==> config.mk <==
export PLATFORM = sky130hd
export DESIGN_NAME = dpi_stream_feeder
export DESIGN_NICKNAME = d
export VERILOG_FILES = /design/src/rtl/dpi_feeder_pkg.sv /design/src/rtl/dpi_flow_table.sv /design/src/rtl/dpi_stream_feeder.sv
export SDC_FILE = /design/constraint.sdc
export NUM_CORES = 2
export LEC_CHECK = 0
export CORE_MARGIN = 10
export CORE_UTILIZATION = 45
export DETAILED_ROUTE_END_ITERATION = 6
export PLACE_DENSITY = 0.61
export SLEW_MARGIN = 20
export SYNTH_ARGS = -nofsm -noshare
export SYNTH_HDL_FRONTEND = slang
export SYNTH_SLANG_ARGS = --single-unit
==> constraint.sdc <==
create_clock -name clk -period 7.42 [get_ports clk]
set_input_delay 1.484 -clock clk [delete_from_list [all_inputs] [get_ports clk]]
set_output_delay 1.484 -clock clk [all_outputs]
set_load 0.02 [all_outputs]
==> src/rtl/dpi_feeder_pkg.sv <==
// rtl/dpi_feeder_pkg.sv - shared FSM state encoding and stream table sizing for the DPI stream feeder
package dpi_feeder_pkg;

   localparam int STREAM_W    = 6;
   localparam int NUM_STREAMS = 64;

   typedef enum logic [2:0] {
      ST_IDLE   = 3'd0,
      ST_LOOKUP = 3'd1,
      ST_LOAD   = 3'd2,
      ST_GAP    = 3'd3,
      ST_STREAM = 3'd4,
      ST_DRAIN  = 3'd5,
      ST_EOP    = 3'd6
   } feeder_state_t;

endpackage

==> src/rtl/dpi_flow_table.sv <==
// rtl/dpi_flow_table.sv - 64-entry flow key table with parallel match and round-robin allocation
module dpi_flow_table
   import dpi_feeder_pkg::*;
#(
   parameter int KEY_W = 16
) (
   input  logic                clk,
   input  logic                rst_n,
   input  logic                lookup_en,
   input  logic [KEY_W-1:0]    key,
   output logic [STREAM_W-1:0] res_id,
   output logic                res_new
);

   logic [KEY_W-1:0]       keys_q [NUM_STREAMS];
   logic [KEY_W-1:0]       keys_d [NUM_STREAMS];
   logic [NUM_STREAMS-1:0] valid_q, valid_d;
   logic [STREAM_W-1:0]    alloc_ptr_q, alloc_ptr_d;
   logic                   hit;
   logic [STREAM_W-1:0]    hit_idx;
   logic                   alloc;

   // Keys are unique in the table, so at most one entry can match.
   always_comb begin
      hit     = 1'b0;
      hit_idx = '0;
      for (int i = NUM_STREAMS - 1; i >= 0; i--) begin
         if (valid_q[i] && (keys_q[i] == key)) begin
            hit     = 1'b1;
            hit_idx = STREAM_W'(i);
         end
      end
   end

   assign alloc   = lookup_en && !hit;
   assign res_id  = hit ? hit_idx : alloc_ptr_q;
   assign res_new = !hit;

   // Allocation simply overwrites at the pointer, which evicts the oldest entry once full.
   always_comb begin
      keys_d      = keys_q;
      valid_d     = valid_q;
      alloc_ptr_d = alloc_ptr_q;
      if (alloc) begin
         keys_d[alloc_ptr_q]  = key;
         valid_d[alloc_ptr_q] = 1'b1;
         alloc_ptr_d          = alloc_ptr_q + 1'b1;
      end
   end

   always_ff @(posedge clk) begin
      keys_q <= keys_d;
      if (!rst_n) begin
         valid_q     <= '0;
         alloc_ptr_q <= '0;
      end else begin
         valid_q     <= valid_d;
         alloc_ptr_q <= alloc_ptr_d;
      end
   end

endmodule

==> src/rtl/dpi_stream_feeder.sv <==
// rtl/dpi_stream_feeder.sv - packet-to-matcher feeder FSM; DPI_FEEDER_STATS_EN adds pkt_cnt/new_cnt
module dpi_stream_feeder
   import dpi_feeder_pkg::*;
#(
   parameter int KEY_W   = 16,
   parameter int EOP_GAP = 2
) (
   input  logic                clk,
   input  logic                rst_n,
   input  logic [7:0]          pkt_data,
   input  logic                pkt_vld,
   input  logic                pkt_sop,
   input  logic                pkt_eop,
   input  logic [KEY_W-1:0]    pkt_key,
   output logic                pkt_rdy,
   output logic [7:0]          char_in,
   output logic                char_in_vld,
   output logic                load_state,
   output logic [STREAM_W-1:0] stream_id,
   output logic                new_stream_id,
   output logic                eop,
   output logic                drop_err
`ifdef DPI_FEEDER_STATS_EN
   ,
   output logic [15:0]         pkt_cnt,
   output logic [15:0]         new_cnt
`endif
);

   localparam int CNT_W = (EOP_GAP < 2) ? 1 : $clog2(EOP_GAP + 1);

   feeder_state_t       state_q, state_d;
   logic [KEY_W-1:0]    key_q, key_d;
   logic [STREAM_W-1:0] sid_q, sid_d;
   logic                new_q, new_d;
   logic [7:0]          char_q, char_d;
   logic                char_vld_q, char_vld_d;
   logic                drop_q, drop_d;
   logic [CNT_W-1:0]    drain_cnt_q, drain_cnt_d;
   logic                rdy_c;
   logic [STREAM_W-1:0] tbl_id;
   logic                tbl_new;
   logic                lookup_en;

   assign lookup_en = (state_q == ST_LOOKUP) && rst_n;

   dpi_flow_table #(.KEY_W(KEY_W)) u_flow_table (
      .clk       (clk),
      .rst_n     (rst_n),
      .lookup_en (lookup_en),
      .key       (key_q),
      .res_id    (tbl_id),
      .res_new   (tbl_new)
   );

   always_comb begin
      state_d     = state_q;
      key_d       = key_q;
      sid_d       = sid_q;
      new_d       = new_q;
      char_d      = char_q;
      char_vld_d  = 1'b0;
      drop_d      = drop_q;
      drain_cnt_d = drain_cnt_q;
      rdy_c       = 1'b0;
      case (state_q)
         ST_IDLE: begin
            // The SOP byte stays on the bus until STREAM; only its key is taken here.
            if (pkt_vld && pkt_sop) begin
               key_d   = pkt_key;
               state_d = ST_LOOKUP;
            end else if (pkt_vld) begin
               rdy_c  = 1'b1;
               drop_d = 1'b1;
            end
         end
         ST_LOOKUP: begin
            sid_d   = tbl_id;
            new_d   = tbl_new;
            state_d = ST_LOAD;
         end
         ST_LOAD:   state_d = ST_GAP;
         ST_GAP:    state_d = ST_STREAM;
         ST_STREAM: begin
            rdy_c = 1'b1;
            if (pkt_vld) begin
               char_d     = pkt_data;
               char_vld_d = 1'b1;
               if (pkt_eop) begin
                  drain_cnt_d = '0;
                  state_d     = ST_DRAIN;
               end
            end
         end
         ST_DRAIN: begin
            // First DRAIN cycle carries the last char, then EOP_GAP empty cycles follow.
            if (drain_cnt_q == CNT_W'(EOP_GAP)) begin
               state_d = ST_EOP;
            end else begin
               drain_cnt_d = drain_cnt_q + 1'b1;
            end
         end
         ST_EOP:    state_d = ST_IDLE;
         default:   state_d = ST_IDLE;
      endcase
   end

   always_ff @(posedge clk) begin
      if (!rst_n) begin
         state_q     <= ST_IDLE;
         key_q       <= '0;
         sid_q       <= '0;
         new_q       <= 1'b0;
         char_q      <= '0;
         char_vld_q  <= 1'b0;
         drop_q      <= 1'b0;
         drain_cnt_q <= '0;
      end else begin
         state_q     <= state_d;
         key_q       <= key_d;
         sid_q       <= sid_d;
         new_q       <= new_d;
         char_q      <= char_d;
         char_vld_q  <= char_vld_d;
         drop_q      <= drop_d;
         drain_cnt_q <= drain_cnt_d;
      end
   end

   assign pkt_rdy       = rdy_c && rst_n;
   assign char_in       = char_q;
   assign char_in_vld   = char_vld_q;
   assign load_state    = (state_q == ST_LOAD) && rst_n;
   assign new_stream_id = (state_q == ST_LOAD) && new_q && rst_n;
   assign eop           = (state_q == ST_EOP) && rst_n;
   assign stream_id     = sid_q;
   assign drop_err      = drop_q;

`ifdef DPI_FEEDER_STATS_EN
   logic [15:0] pkt_cnt_q, pkt_cnt_d;
   logic [15:0] new_cnt_q, new_cnt_d;

   always_comb begin
      pkt_cnt_d = pkt_cnt_q;
      new_cnt_d = new_cnt_q;
      if (state_q == ST_EOP) begin
         pkt_cnt_d = pkt_cnt_q + 16'd1;
      end
      if (lookup_en && tbl_new) begin
         new_cnt_d = new_cnt_q + 16'd1;
      end
   end

   always_ff @(posedge clk) begin
      if (!rst_n) begin
         pkt_cnt_q <= '0;
         new_cnt_q <= '0;
      end else begin
         pkt_cnt_q <= pkt_cnt_d;
         new_cnt_q <= new_cnt_d;
      end
   end

   assign pkt_cnt = pkt_cnt_q;
   assign new_cnt = new_cnt_q;
`endif

endmodule

==> results.yml <==
clocking:
  htreeDepth: 3
  path_clk_slew_ns: 0.06
  cts_buffers: 116
  cts_tree: "yes"
  cts.sinks: 1132
  clock_latency_ns: 0.72
  cts.path.max_buffers: 3
  root_buffer: "clkbuf_16"
  cts.repair.resized: 0
  postCtsHoldBufs: 0
  post-cts-setup-buffer-count: 0
worst_setup_path:
  crit_arrival_ns: 5.69
  cp_max_fo: 49
  critical_path.startpoint: "key_q[9]$_SDFFE_PN0P_"
  critPathMostFrequentCell: "nand4_1"
  worstSetupStartpointType: "flop"
  critPathKind: "flop to flop"
  r2r-start: "key_q[9]$_SDFFE_PN0P_"
  cp-end-kind: "flop"
  cpMaxStageDelayCell: "nor3_4"
  max_stage_delay_ns: 0.94
  cp_top_family: "simple AND/OR/NAND/NOR gates"
  worst-path-buf-inv: 1
  cp.required_ns: 7.75
  crit_chain: "buf_4, xnor2_1, nand4_1, nor3_1, nand4_1, nand4_2, nor4_4, nand4_4, nor3_4, and2_1"
die:
  start_util_pct: 45.3
  die_h_um: 348
  fp.dieW_um: 348
  die_area_um2: 121000
  io_pins: 49
  core-area_um2: 107000
  fp-row-count: 120
yosys:
  yosysTopAreaCell: "edfxtp_1"
  syn_inst: 3137
  synth_most_common_cell: "edfxtp_1"
  synthFlopType: "edfxtp_1"
  synth_edf_count: 1024
  synth_top_area_share_pct: 63.5
  ys_types: 69
  syn_nets: 3168
  synth_area_leaders: "edfxtp_1, xnor2_1, xor2_1, dfxtp_1, nand4_1"
  ys_seq_area_share_pct: 67.9
  netlist_area_um2: 48500
  ys.warnings.count: 0
  yosys_register_bits: 1132
  yosys-top-cells-count: "edfxtp_1, xnor2_1, xor2_1"
  postSynthAreaPerCell_um2: 15.4
  synthArstFlopShare_pct: 0
detailed_routing:
  wl_per_cell_um: 23.7
  dr.pass1.iters: 5
  wl_met3_mm: 4.70
  wl_mm: 112
  drtAntennaViolNets: 0
  drtIter0Drc: 1734
  vias_per_cell: 5.40
  met2_wirelength_mm: 55.3
  via_count: 25500
  drc_errors: 0
  drt-met1-wl_mm: 49.8
  top_layer: "met4"
placed_design:
  dp_hpwl_mm: 64.3
  gp_congestion: 0.825
  place_inst: 4510
  port_buffers: 48
  placed_area_um2: 50300
finish:
  final_cells: 4730
  area_growth_pct: 12.4
  final_core_util_pct: 50.9
  final_cell_area_um2: 54500
  drive_above_1_share_pct: 8.99
  antenna_cells: 0
  final_nets: 3256
job:
  drv_cap: 0
hold_path:
  hold_start: "u_flow_table.valid_q[7]$_SDFFE_PN0P_"
  hp-class: "flop to flop"
sta:
  hold_viol: 0
  min_period_ns: 5.36
  hold_ws_ns: 0.453
  slew_headroom_pct: 28.2
  period_share_pct: 72.3
  fin_setup_tns_ns: 0
  final_max_slew_viol_count: 0
  fmaxAchievable_mhz: 186
  fin_skew_ns: 0.0294
  rsz0062_at_grt: "no"
  max_slew.worst_pin.slew_ns: 1.05
  setup_violations: 0
grt:
  grt_max_degree: 59
  grt_pass1_vias: 26200
  grt_usage_pct: 18.3
  grt_pass1_wl_mm: 170
  antenna_found_initial: 5
  gr-total-overflow: 0
status:
  outcome: "finished clean"
pwr:
  power_switching_mw: 2.98
  pwr_density_cell_nw_per_um2: 256
  p_clk_share_pct: 44.6
  switching_share_pct: 21.4
  power_frac_seq_pct: 50.8
  p_comb_share_pct: 4.6
  p_leak_nw: 16.9
  p_int_mw: 10.9
  irDropWorstVdd_v: 0.000240
==> registers in the layout, summed over array words and instances (netlist names) <==
register / count
new_q: 1
char_in_vld: 1
stream_id: 6
char_in: 8
u_flow_table.alloc_ptr_q: 6
key_q: 16
u_flow_table.keys_q: 1024
drop_err: 1
state_q: 3
drain_cnt_q: 2
u_flow_table.valid_q: 64
==> metal layers <==
metal | track usage [%] | up-vias
li1 | - | 11700
met1 | 24.1 | 13200
met2 | 31.3 | 545
met3 | 2.68 | 143
met4 | 4.94 | 0
met5 | 0 | -
==> cell families after synthesis <==
kind of cell | Yosys count | share of synthesized area, %
xor gates and xnor gates | 1023 | 18.5
buffers and inverters | 167 | 2.77
and+or+nand+nor | 648 | 8.20
AOI/OAI and AO/OA | 146 | 2.17
adders and majority gates | 2 | 0.0516
DFF | 1132 | 67.9
muxes | 19 | 0.393
==> placed cells by master (no fill, tap or decap), types with 5 or more instances in the layout <==
cell	instances
nand2_1	66
and3_1	13
clkbuf_1	25
inv_1	17
nor2_1	18
a21oi_1	16
clkbuf_16	116
clkbuf_8	11
a21o_1	9
and4b_1	9
clkinv_2	22
o21ai_0	13
xnor2_1	734
nand3_1	81
edfxtp_1	1024
nor3_1	69
and4bb_1	7
dfxtp_4	16
xor2_1	289
bufinv_16	21
nor2b_1	23
clkdlybuf4s50_1	47
and2_1	19
mux2i_1	19
buf_12	21
and4_1	42
nor4_1	73
a21boi_0	13
dfxtp_1	91
nand2b_1	5
clkinv_1	12
nand4_2	5
nand4_1	190
buf_4	52
o21a_1	61
==> final cells by class <==
cell class                 instances  area [um2]
timing repair buffer             120        1280
clock buffer                     152        3150
multi-input combinational       1838       14200
inverter                          17        63.8
tap                             1403        1760
clock inverter                    68        1000
fill                            8718       52600
sequential                      1132       33000
==> through the flow <==
stage                     total power, mW  setup WS [ns]
final                                13.9           2.06
after global routing                 14.4           1.85
after CTS                            14.1           1.93
after detailed placement             7.85           1.97
after global placement               7.84           2.15
after floorplan                      7.62           3.08
==> power groups by stage <==
stage,sequential [mW],combinational [mW],clock [mW]
floorplan,7.15,0.470,0
global placement,7.20,0.634,0
detailed placement,7.21,0.647,0
CTS,7.07,0.651,6.33
global route,7.07,0.692,6.61
finish,7.07,0.640,6.22
==> worst paths after layout <==
check | depth (start not counted) | slack [ns] | end
min | 1 | 0.45 | u_flow_table.valid_q[7]$_SDFFE_PN0P_
max reg2reg | 10 | 2.06 | u_flow_table.keys_q[768]$_DFFE_PP_
min reg2reg | 1 | 0.45 | u_flow_table.valid_q[7]$_SDFFE_PN0P_
max | 10 | 2.06 | u_flow_table.keys_q[768]$_DFFE_PP_
Power figures use the tool's default switching activity.
